File: src/rtl/instruction_fetcher_pkg.sv
// Shared fetch-stage definitions: state encodings, reset PC default,
// instruction width.
package instruction_fetcher_pkg;

  localparam int          INST_WIDTH   = 32;
  localparam logic [31:0] DEF_RESET_PC = 32'h0000_0000;

  typedef enum logic [2:0] {
    S_IDLE  = 3'd0,
    S_FETCH = 3'd1,
    S_VALID = 3'd2,
    S_DROP  = 3'd3,
    S_FAULT = 3'd4
  } fetch_state_t;

endpackage

File: src/rtl/instruction_fetcher_pc_reg.sv
// Program counter: async active-low reset, load, +4 increment, hold when
// i_en=0. Ports: i_clk, i_rst_n, i_en, i_load, i_load_pc, i_inc, o_pc, o_pc_next.
module pc_reg #(
  parameter int             LEN      = 32,
  parameter logic [LEN-1:0] RESET_PC = '0
) (
  input  logic           i_clk,
  input  logic           i_rst_n,
  input  logic           i_en,
  input  logic           i_load,
  input  logic [LEN-1:0] i_load_pc,
  input  logic           i_inc,
  output logic [LEN-1:0] o_pc,
  output logic [LEN-1:0] o_pc_next
);

  logic [LEN-1:0] r_pc;

  // Load beats increment; the +4 wraps naturally at 2^LEN.
  always_comb begin
    o_pc_next = r_pc;
    if (i_load)
      o_pc_next = i_load_pc;
    else if (i_inc)
      o_pc_next = r_pc + LEN'(4);
  end

  always_ff @(posedge i_clk or negedge i_rst_n) begin
    if (!i_rst_n)
      r_pc <= RESET_PC;
    else if (i_en)
      r_pc <= o_pc_next;
  end

  assign o_pc = r_pc;

endmodule

File: src/rtl/instruction_fetcher.sv
// Fetch stage: owns the PC, single-outstanding req/ack reads, valid/ready
// to decode, redirect with wrong-path discard. Ports: clk_in, rst_in,
// rdy_in, redirect_in/_pc_in, mem_req/addr_out, mem_ack/data_in,
// if_valid/instruction/pc_out, id_ready_in, fault_out.
// Optional: FETCH_MISALIGN_CHECK_EN traps misaligned redirects into FAULT.
module instruction_fetcher
  import instruction_fetcher_pkg::*;
#(
  parameter int             LEN      = 32,
  parameter logic [LEN-1:0] RESET_PC = DEF_RESET_PC
) (
  input  logic           clk_in,
  input  logic           rst_in,
  input  logic           rdy_in,
  input  logic           redirect_in,
  input  logic [LEN-1:0] redirect_pc_in,
  output logic           mem_req_out,
  output logic [LEN-1:0] mem_addr_out,
  input  logic           mem_ack_in,
  input  logic [LEN-1:0] mem_data_in,
  output logic           if_valid_out,
  output logic [LEN-1:0] if_instruction_out,
  output logic [LEN-1:0] if_pc_out,
  input  logic           id_ready_in,
  output logic           fault_out
);

  fetch_state_t   r_state;
  fetch_state_t   w_state_nxt;
  logic           r_pend;
  logic           w_pend_nxt;
  logic [LEN-1:0] r_addr;
  logic [LEN-1:0] r_inst;
  logic [LEN-1:0] r_ipc;
  logic [LEN-1:0] w_pc;
  logic [LEN-1:0] w_pc_next;
  logic [LEN-1:0] w_tgt;
  logic           w_mis;
  logic           w_load;
  logic           w_inc;
  logic           w_cap;

  assign w_tgt = redirect_pc_in & ~LEN'(3);

`ifdef FETCH_MISALIGN_CHECK_EN
  assign w_mis = redirect_pc_in[1:0] != 2'b00;
`else
  assign w_mis = 1'b0;
`endif

  pc_reg #(
    .LEN      (LEN),
    .RESET_PC (RESET_PC)
  ) u_pc (
    .i_clk     (clk_in),
    .i_rst_n   (rst_in),
    .i_en      (rdy_in),
    .i_load    (w_load),
    .i_load_pc (w_tgt),
    .i_inc     (w_inc),
    .o_pc      (w_pc),
    .o_pc_next (w_pc_next)
  );

  always_comb begin
    w_state_nxt = r_state;
    w_pend_nxt  = r_pend;
    w_load      = 1'b0;
    w_inc       = 1'b0;
    w_cap       = 1'b0;
    unique case (r_state)
      S_IDLE: begin
        if (redirect_in && w_mis) begin
          w_state_nxt = S_FAULT;
        end else begin
          w_load      = redirect_in;
          w_state_nxt = S_FETCH;
        end
      end
      S_FETCH: begin
        if (redirect_in && w_mis) begin
          w_state_nxt = S_FAULT;
          w_pend_nxt  = !mem_ack_in;
        end else if (redirect_in) begin
          w_load      = 1'b1;
          w_state_nxt = mem_ack_in ? S_FETCH : S_DROP;
        end else if (mem_ack_in) begin
          w_cap       = 1'b1;
          w_state_nxt = S_VALID;
        end
      end
      S_VALID: begin
        if (redirect_in && w_mis) begin
          w_state_nxt = S_FAULT;
        end else if (redirect_in) begin
          w_load      = 1'b1;
          w_state_nxt = S_FETCH;
        end else if (id_ready_in) begin
          w_inc       = 1'b1;
          w_state_nxt = S_FETCH;
        end
      end
      S_DROP: begin
        // Old request still in flight at r_addr; latest target wins.
        if (redirect_in && w_mis) begin
          w_state_nxt = S_FAULT;
          w_pend_nxt  = !mem_ack_in;
        end else begin
          w_load = redirect_in;
          if (mem_ack_in)
            w_state_nxt = S_FETCH;
        end
      end
      S_FAULT: begin
        if (mem_ack_in)
          w_pend_nxt = 1'b0;
      end
      default: w_state_nxt = S_IDLE;
    endcase
  end

  // r_addr only moves on entry to FETCH, so it holds the old address
  // through DROP and FAULT while a request is outstanding.
  always_ff @(posedge clk_in or negedge rst_in) begin
    if (!rst_in) begin
      r_state <= S_IDLE;
      r_pend  <= 1'b0;
      r_addr  <= RESET_PC;
      r_inst  <= '0;
      r_ipc   <= '0;
    end else if (rdy_in) begin
      r_state <= w_state_nxt;
      r_pend  <= w_pend_nxt;
      if (w_state_nxt == S_FETCH)
        r_addr <= w_pc_next;
      if (w_cap) begin
        r_inst <= mem_data_in;
        r_ipc  <= w_pc;
      end
    end
  end

  assign mem_req_out = (r_state == S_FETCH) ||
                       (r_state == S_DROP) ||
                       ((r_state == S_FAULT) && r_pend);
  assign mem_addr_out       = r_addr;
  assign if_valid_out       = r_state == S_VALID;
  assign if_instruction_out = r_inst;
  assign if_pc_out          = r_ipc;

`ifdef FETCH_MISALIGN_CHECK_EN
  assign fault_out = r_state == S_FAULT;
`else
  assign fault_out = 1'b0;
`endif

endmodule

File: config.mk
export PLATFORM = sky130hd
export DESIGN_NAME = instruction_fetcher
export DESIGN_NICKNAME = d
export VERILOG_FILES = /design/src/rtl/instruction_fetcher_pkg.sv /design/src/rtl/instruction_fetcher_pc_reg.sv /design/src/rtl/instruction_fetcher.sv
export SDC_FILE = /design/constraint.sdc
export NUM_CORES = 1
export LEC_CHECK = 0
export CORE_MARGIN = 4
export CORE_UTILIZATION = 49
export DETAILED_ROUTE_END_ITERATION = 8
export GPL_TIMING_DRIVEN = 0
export PLACE_DENSITY = 0.88
export SLEW_MARGIN = 40
export SYNTH_ARGS = -nofsm -noshare
export SYNTH_HDL_FRONTEND = slang
export SYNTH_SLANG_ARGS = --single-unit
export TNS_END_PERCENT = 20
File: constraint.sdc
create_clock -name clk_in -period 2.29 [get_ports clk_in]
set_input_delay 0.229 -clock clk_in [delete_from_list [all_inputs] [get_ports clk_in]]
set_output_delay 0.229 -clock clk_in [all_outputs]
set_load 0.1 [all_outputs]
==> impl_metrics.tcl <==
set metrics [dict create \
    fp-row-count 41 \
    cts_tree "yes" \
    grt_pass1_vias 6105 \
    syn_avg_cell_area_um2 10.3 \
    yosysSeqAreaShare_pct 50.9 \
    antenna_found_initial 1 \
    grtUsageTotal_pct 27.6 \
    arrival_ns 2.59 \
    routedWlPerCell_um 20.5 \
    p_leak_uw 0.00392 \
    hp-start "rdy_in" \
    ys_async_sr_fraction_pct 100 \
    wl_met2_um 9270 \
    cp.required_ns 2.59 \
    synth_seq_cells 131 \
    htreeDepth 4 \
    io_buffer_count 164 \
    synth.most_common_cell "dfrtp_1" \
    grt_max_degree 79 \
    fmax_mhz 436 \
    drtIter0Drc 452 \
    critPathLaunchType "flop" \
    syn_inst 628 \
    syn_nets 699 \
    hpwl_um 14600 \
    post-synth-top-area-cell "dfrtp_1" \
    seq_area_um2 3280 \
    synth_area_leaders "dfrtp_1 51%, mux2_2 10%, o21ai_0 4.7%, nand2_1 3.9%, a22o_1 2.6%" \
    postPlaceCellArea_um2 7850 \
    tightest_slew_ns 0.749 \
    design_area_um2 8670 \
    syn2layout_area_growth_pct 34.7 \
    max_slew_margin_pct 50.0 \
    hold_violations 0 \
    ios 169 \
    worstSetupPathType "flop to flop" \
    synth_commonest_cells "131 x dfrtp_1, 67 x nand2_1, 61 x o21ai_0, 59 x mux2_2, 34 x clkbuf_1" \
    wl_met1_um 8220 \
    die_x_um 123 \
    gp_congestion 0.927 \
    drc 0 \
    setup_viol 2 \
    die_h_um 123 \
    fillers 990 \
    ir_drop_mv 0.903 \
    cts.reportedPaths.clkPinSlew_ns 0.06 \
    multi_input_area_um2 3020 \
    initial_core_util_pct 50.6 \
    grt_pass1_wl_um 31800 \
    clk_latency_ns 0.43 \
    cts.root.buffer_cell "clkbuf_16" \
    cp_max_fo 10 \
    power_density_nw_per_um2 1460 \
    skew_ns 0.00847 \
    detail-route-antenna-nets 0 \
    worstSetupEndpointType "flop" \
    dieArea_um2 15000 \
    top_layer "met5" \
    cts_buffers 17 \
    cap_violations 0 \
    synth_cell_type_count 59 \
    r2r_start "r_state[2]" \
    clockBufferDepth 2 \
    met3_length_um 2170 \
    routed_wirelength_um 20500 \
    syn_area_um2 6440 \
    core_area_um2 12700 \
    grt_overflow 0 \
    cts.sink_count 131 \
    synth_edf_count 0 \
    ys.flop_type "dfrtp_1" \
    fin_crit_ns 2.29 \
    status "complete, but fails checks" \
    finalPower_uw 12700 \
    ys_warn_count 0 \
    startpoint "r_state[2]" \
    drt-pass1-iter-count 5 \
    fin_util_pct 68.1 \
    vias_per_cell 6.02 \
    rsz0062_at_grt "yes" \
    violations "negative setup slack" \
    final_max_slew_viol_count 0 \
    num_vias 6017 \
    min_period_over_period_pct 100 \
    num_antenna_cells 0 \
    fin_nets 885 \
    setup_ws_ns -0.00154 \
    layout-drive-gt1-share_pct 30.6 \
    hp-class "input port to flop" \
    synthDominantCellAreaShare_pct 50.9 \
]
## logic make-up (layout without fill, tap and decap cells)
kind of cell,Yosys count,count (layout),share of synthesized area [%]
other,1,1,0.0583
AOI/OAI and AO/OA,157,157,16.0
adders and majority gates,1,1,0.194
and+or+nand+nor,195,195,15.9
DFF,131,131,50.9
xor gates and xnor gates,11,11,1.50
muxes,64,64,11.2
buffers and inverters,68,267,4.22
## cells in the final DEF (no fill, tap or decap), drive strengths merged, types with 3 or more instances in the layout
master / instances
nand2: 67
a21o: 9
a21oi: 19
o31ai: 6
bufinv: 4
clkdlybuf4s50: 65
o22ai: 5
clkinv: 8
o211ai: 6
nor3: 11
a22o: 19
o41ai: 6
nor4: 19
a31oi: 3
or3: 6
a22oi: 6
o21ai: 62
mux2i: 4
and3: 7
nand4: 12
nor2: 25
mux2: 60
and4: 4
clkbuf: 47
dfrtp: 131
inv: 16
buf: 124
xnor2: 9
nand3: 29
## routing by layer
layer,track usage (%),vias up
li1,-,2682
met1,35.3,2925
met2,42.6,337
met3,8.29,71
met4,13.9,2
met5,0,-
## final timing paths
check	depth (start not counted)	slack [ns]	endpoint
setup / recovery	7	-0.002	mem_addr_out[19]
hold / removal	2	0.30	r_state[0]
setup reg to reg	7	-0.002	mem_addr_out[19]
hold reg to reg	2	0.47	mem_addr_out[1]
max in group asynchronous	3	1.24	mem_addr_out[21]
min in group asynchronous	2	0.32	if_instruction_out[29]
## critical path, stage by stage (launching register included)
cell      delay, ns
dfrtp_1        0.36
buf_4          0.18
or4b_1         0.48
buf_4          0.20
nor3_4         0.28
nand4_1        0.23
a211oi_1       0.32
o31ai_1        0.11
## stage by stage
step	setup TNS (ns)	setup WS, ns	cells	hold slack, ns
3_3_place_gp	-565.54	-4.04	964	0.458
2_1_floorplan	0	0.133	628	-0.0666
5_1_grt	-0.384	-0.0698	999	0.329
6_report	-0.00157	-0.00154	999	0.302
4_1_cts	-0.498	-0.0956	1000	0.286
3_5_place_dp	-46.01	-0.630	965	0.177
## layout make-up
type                    count  share of cell area [%]
plain buffers              48                    2.67
clock buffers              18                    5.07
clock inverters            14                    2.15
inverters                  16                   0.693
multi-input cells         429                    34.8
flip-flops and latches    131                    37.9
well taps                 172                    2.48
repair buffers            171                    14.2
## power by group
group | total [uW] | switching (uW) | internal (uW) | leakage (uW)
Clock | 2890 | 1050 | 1840 | 0.000305
Combinational | 6410 | 5350 | 1070 | 0.00203
Sequential | 3390 | 416 | 2980 | 0.00159
## state kept, by name, summed over array words and instances, names as in the netlist
register and cells:
u_pc.o_pc 32, r_state 3, if_pc_out 32, if_instruction_out 32, mem_addr_out 32
## timing repair
item                                    4_1_cts  5_1_grt
hold buffers                                  1        0
endpoints found under the setup margin       58       55
pin swaps                                     2        2
buffers inserted                              2        3
resized for setup                            19       33
hold endpoints to repair                     53        0
Power figures use the tool's default switching activity.
